$ cat src/rtl/tree_path_pkg.sv
// Shared definitions for the tree path encoder/decoder pair.
// A path is a sequence of digits, one per hierarchy level (sw0 first); digit k at
// level n selects instance inst_k below the level-n node.
package tree_path_pkg;

  localparam int unsigned DEFAULT_DEPTH   = 10;  // max hierarchy levels per path
  localparam int unsigned DEFAULT_FANOUT  = 5;   // children per node
  localparam int unsigned DEFAULT_DIGIT_W = 3;   // bits per digit, 2**DIGIT_W >= FANOUT

  typedef enum logic [0:0] {
    COLLECT,
    HOLD
  } state_e;

  typedef logic [DEFAULT_DIGIT_W-1:0]               digit_t;
  typedef logic [DEFAULT_DEPTH*DEFAULT_DIGIT_W-1:0] path_t;

endpackage

$ cat src/rtl/tree_path_decoder.sv
// tree_path_decoder: reassembles a serialized switch-path into a packed path word.
//
// Ports:
//   clk, rst_n          clock, asynchronous active-low reset
//   s_valid/s_ready     input digit handshake
//   s_digit, s_last     digit for the current level, final-digit marker
//   m_valid/m_ready     decoded path handshake
//   m_path              digit i at [i*DIGIT_W +: DIGIT_W], sw0 at i=0
//   m_depth             number of digits stored (1..DEPTH)
//   m_error             illegal digit seen or more than DEPTH digits received
module tree_path_decoder
  import tree_path_pkg::*;
#(
  parameter int unsigned DEPTH   = DEFAULT_DEPTH,
  parameter int unsigned FANOUT  = DEFAULT_FANOUT,
  parameter int unsigned DIGIT_W = DEFAULT_DIGIT_W
) (
  input  logic                       clk,
  input  logic                       rst_n,
  input  logic                       s_valid,
  output logic                       s_ready,
  input  logic [DIGIT_W-1:0]         s_digit,
  input  logic                       s_last,
  output logic                       m_valid,
  input  logic                       m_ready,
  output logic [DEPTH*DIGIT_W-1:0]   m_path,
  output logic [$clog2(DEPTH+1)-1:0] m_depth,
  output logic                       m_error
);

  localparam int unsigned      CNT_W     = $clog2(DEPTH + 1);
  localparam logic [CNT_W-1:0] MAX_COUNT = CNT_W'(DEPTH);

  state_e                   r_state, w_state_nxt;
  logic [CNT_W-1:0]         r_count, w_count_nxt;
  logic [DEPTH*DIGIT_W-1:0] r_path,  w_path_nxt;
  logic                     r_error, w_error_nxt;

  always_ff @(posedge clk or negedge rst_n) begin
    if (!rst_n) begin
      r_state <= COLLECT;
      r_count <= '0;
      r_path  <= '0;
      r_error <= 1'b0;
    end else begin
      r_state <= w_state_nxt;
      r_count <= w_count_nxt;
      r_path  <= w_path_nxt;
      r_error <= w_error_nxt;
    end
  end

  always_comb begin
    w_state_nxt = r_state;
    w_count_nxt = r_count;
    w_path_nxt  = r_path;
    w_error_nxt = r_error;
    unique case (r_state)
      COLLECT: begin
        // s_ready is constant 1 here, so s_valid alone qualifies the accept.
        if (s_valid) begin
          if (r_count < MAX_COUNT) begin
            for (int unsigned i = 0; i < DEPTH; i++) begin
              if (r_count == CNT_W'(i)) begin
                w_path_nxt[i*DIGIT_W +: DIGIT_W] = s_digit;
              end
            end
            w_count_nxt = r_count + CNT_W'(1);
          end else begin
            // Overflow: digit dropped, error is sticky until the path is taken.
            w_error_nxt = 1'b1;
          end
          if (32'(s_digit) >= FANOUT) begin
            w_error_nxt = 1'b1;
          end
          if (s_last) begin
            w_state_nxt = HOLD;
          end
        end
      end
      HOLD: begin
        if (m_ready) begin
          w_state_nxt = COLLECT;
          w_count_nxt = '0;
          w_path_nxt  = '0;
          w_error_nxt = 1'b0;
        end
      end
      default: w_state_nxt = COLLECT;
    endcase
  end

  // Handshake flags depend on state only: no m_ready -> s_ready combinational path.
  assign s_ready = (r_state == COLLECT);
  assign m_valid = (r_state == HOLD);
  assign m_path  = r_path;
  assign m_depth = r_count;
  assign m_error = r_error;

endmodule

$ cat config.mk
export PLATFORM = sky130hd
export DESIGN_NAME = tree_path_decoder
export DESIGN_NICKNAME = d
export VERILOG_FILES = /design/src/rtl/tree_path_pkg.sv /design/src/rtl/tree_path_decoder.sv
export SDC_FILE = /design/constraint.sdc
export NUM_CORES = 1
export LEC_CHECK = 0
export BUFFER_PORTS_ARGS = -buffer_cell sky130_fd_sc_hd__buf_2
export CAP_MARGIN = 40
export CORE_MARGIN = 10
export CORE_UTILIZATION = 45
export CTS_BUF_LIST = sky130_fd_sc_hd__clkbuf_16
export DETAILED_ROUTE_END_ITERATION = 8
export PLACE_DENSITY_LB_ADDON = 0.12
export SLEW_MARGIN = 0
export SYNTH_ARGS = -nofsm -noshare
export SYNTH_HDL_FRONTEND = slang
export SYNTH_SLANG_ARGS = --single-unit
$ cat constraint.sdc
create_clock -name clk -period 1.7 [get_ports clk]
set_input_delay 0.255 -clock clk [delete_from_list [all_inputs] [get_ports clk]]
set_output_delay 0.255 -clock clk [all_outputs]
set_load 0.02 [all_outputs]
==> flow_metrics.py <==
metrics = {
    "run_status": {
        "outcome": "complete, no violations",
    },
    "setup_path": {
        "r2r_end": "m_path[15]",
        "reg2reg_depth": 5,
        "slowest_delay_ns": 0.49,
        "reg2reg_from": "m_depth[1]",
        "path_cells": "inv_1, ha_1, and3b_1, and2_1, a21o_1",
        "start_kind": "flip-flop",
        "cp.required_ns": 1.87,
        "worst_path_max_delay_cell": "dfrtp_1",
        "crit_path_max_fanout": 9,
        "ff2ff_setup_slack_ns": 0.1,
        "crit_arrival_ns": 1.77,
        "cp-end-kind": "flip-flop",
        "crit_type": "reg2reg",
    },
    "yosys": {
        "synth_cell_types": 30,
        "syn_inst": 194,
        "synth_top_area_cell": "dfrtp_1",
        "synth_compound_area_frac": 0.308,
        "synth_top_family_by_area": "compound AO/OA/AOI/OAI gates",
        "synth_top_flop_cell": "dfrtp_1",
        "yosys.area_share.adder": 0.0247,
        "synth-seq-cells": 36,
        "synth.yosys.seq_area_share": 0.445,
        "postSynthAreaPerCell_um2": 10.4,
        "synth_edf_count": 0,
        "synth_top_area_share": 0.445,
        "synth_area_leaders": "dfrtp_1, a21o_1, a221oi_1",
        "yosys.area_share.simple": 0.107,
        "synthMuxAreaShare": 0.00742,
        "synth_nets": 206,
        "async_flop_share": 1.00,
        "syn_area_um2": 2020,
        "synthXorXnorAreaFrac": 0,
        "synth.most_common_cell": "dfrtp_1",
        "synth_common_cells": "dfrtp_1, inv_1, a21o_1",
        "ys.warnings.count": 0,
    },
    "global_routing": {
        "grt_pass1_wl_mm": 8.61,
        "grt.total_usage": 0.141,
        "antenna_found_initial": 0,
        "grt_overflow": 0,
        "grt_max_degree": 40,
        "grt_pass1_vias": 1701,
    },
    "timing": {
        "setup_violations": 0,
        "fin_ws_ns": 0.0980,
        "worst_clock_skew_ns": 0.00434,
        "drv_slew": 0,
        "tns_ns": 0,
        "relSlewSlack": 0.499,
        "rsz0062_at_grt": "no",
        "timing_hold_violations_final": 0,
        "timing.final.crit_share": 0.942,
        "tightest_slew_ns": 0.749,
        "min_period_ns": 1.60,
        "fmax_mhz": 624,
    },
    "die": {
        "core_um2": 4350,
        "die_h_um": 87.1,
        "rows": 24,
        "die_area_um2": 7580,
        "fp.dieW_um": 87.1,
        "num_io_pins": 45,
        "start_util": 0.465,
    },
    "placement": {
        "dpl_worst_slack_ns": 0.0779,
        "dp_hpwl_mm": 3.53,
        "globalplace.congestion": 0.745,
        "port_buffers": 44,
    },
    "clocking": {
        "clk-insertion-delay-late_ns": 0.28,
        "numCtsBuffers": 5,
        "clockBufferDepth": 2,
        "clock_sinks": 36,
        "cts_root_buf": "clkbuf_16",
        "clkTransAtPathRegs_ns": 0.06,
        "postCtsSetupRepairBufs": 0,
        "cts_tree": "built",
        "cts_max_level": 2,
    },
    "route": {
        "wl_per_cell_um": 18.1,
        "vias": 1637,
        "drt_wl_total_mm": 5.17,
        "vias_per_cell": 5.72,
        "route.detailed.drc": 0,
        "drtIter0Drc": 113,
        "drt_pass1_iterations": 4,
        "postRouteAntennaNets": 0,
    },
    "hold_path": {
        "hp-class": "in2async",
    },
    "flow_run": {
        "max-cap-violations": 0,
    },
    "final_layout": {
        "layout-area-overhead-vs-synth_pct": 18.6,
        "nets": 245,
        "drive_gt1_frac": 0.308,
        "diodes": 0,
    },
    "power_and_ir_drop": {
        "p_total_w": 0.00379,
        "p_leak_nw": 1.43,
        "ir_worst_vdd_mv": 0.682,
        "p_per_area_nw_per_um2": 1580,
    },
}
## area by class of cell
cell class / instances / area, µm²
sequential: 36 / 901
clock buffer: 5 / 125
tap: 52 / 65.1
clock inverter: 3 / 13.8
timing repair buffer: 49 / 258
inverter: 34 / 128
multi-input combinational: 107 / 910
fill: 395 / 1950
## per-stage QoR
stage,instance area [µm²],util,hold WS (ns),cells
after detailed placement,2260,0.518,0.329,278
final,2400,0.551,0.0146,286
after global placement,2260,0.518,0.319,278
after CTS,2390,0.550,0.0345,286
after floorplan,2020,-,-0.0406,194
after global routing,2400,0.551,0.0649,286
## metal layers
layer / up-vias / wire length (µm) / GRT usage
met5: - / 0 / 0
met3: 5 / 384 / 0.0552
met4: 0 / 63 / 0.0530
met2: 49 / 2440 / 0.213
li1: 763 / - / -
met1: 820 / 2280 / 0.176
## worst max-delay path, delay by kind of cell (launching register included)
family / cells / cell delay [ns]
DFF: 1 / 0.49
and+or+nand+nor: 2 / 0.46
adders and majority gates: 1 / 0.23
AOI/OAI and AO/OA: 1 / 0.19
buffers and inverters: 1 / 0.12
## cells in the final DEF, fill, tap and decap left out
cell type and n:
a31oi_1 1, inv_2 1, nor3_1 1, inv_1 33
mux2_4 1, and2_1 11, ha_1 4, nor4bb_1 1
nor2_1 1, clkinv_2 2, o22ai_1 1, a32oi_1 1
a21bo_1 1, nand3_1 2, nor2b_1 5, clkinv_1 1
and3b_1 4, nor3b_2 4, buf_2 44, o21ai_0 2
dfrtp_1 36, a221oi_2 10, o21ai_1 1, a21o_1 31
a21oi_1 2, buf_4 5, nand2_1 2, clkbuf_16 5
a221oi_1 20, a41oi_1 1
## logic make-up after synthesis
kind of cell | Yosys count
flip-flops | 36
AO/OA/AOI/OAI | 71
buffers and inverters | 51
AND/OR/NAND/NOR | 31
adder cells (fa/ha/maj) | 4
multiplexers | 1
## state kept, by name, indices dropped and copies added (netlist names)
name     flops
m_depth      4
m_error      1
m_valid      1
m_path      30
## worst max-delay path by stage
stage               startpoint    endpoint  slack (ns)  cells after the start
finish              m_depth[1]  m_path[15]         0.1                      5
global route        m_depth[3]  m_path[29]       0.007                      4
CTS                 m_depth[0]   m_path[7]        0.07                      5
detailed placement  m_depth[0]   m_path[7]        0.08                      5
global placement    m_depth[0]   m_path[7]        0.12                      5
floorplan           m_depth[1]  m_path[12]        0.16                      5
## power by group
| part | switching [W] | total (W) | internal, W |
|---|---|---|---|
| registers | 0.000233 | 0.00135 | 0.00111 |
| clock network | 0.000355 | 0.000887 | 0.000532 |
| logic | 0.000957 | 0.00155 | 0.000595 |
## repair_timing
item	4_1_cts	5_1_grt
resized for setup	0	1
endpoints found under the setup margin	0	3
hold buffers	0	0
Note: power is estimated with default switching activity, not from simulation.
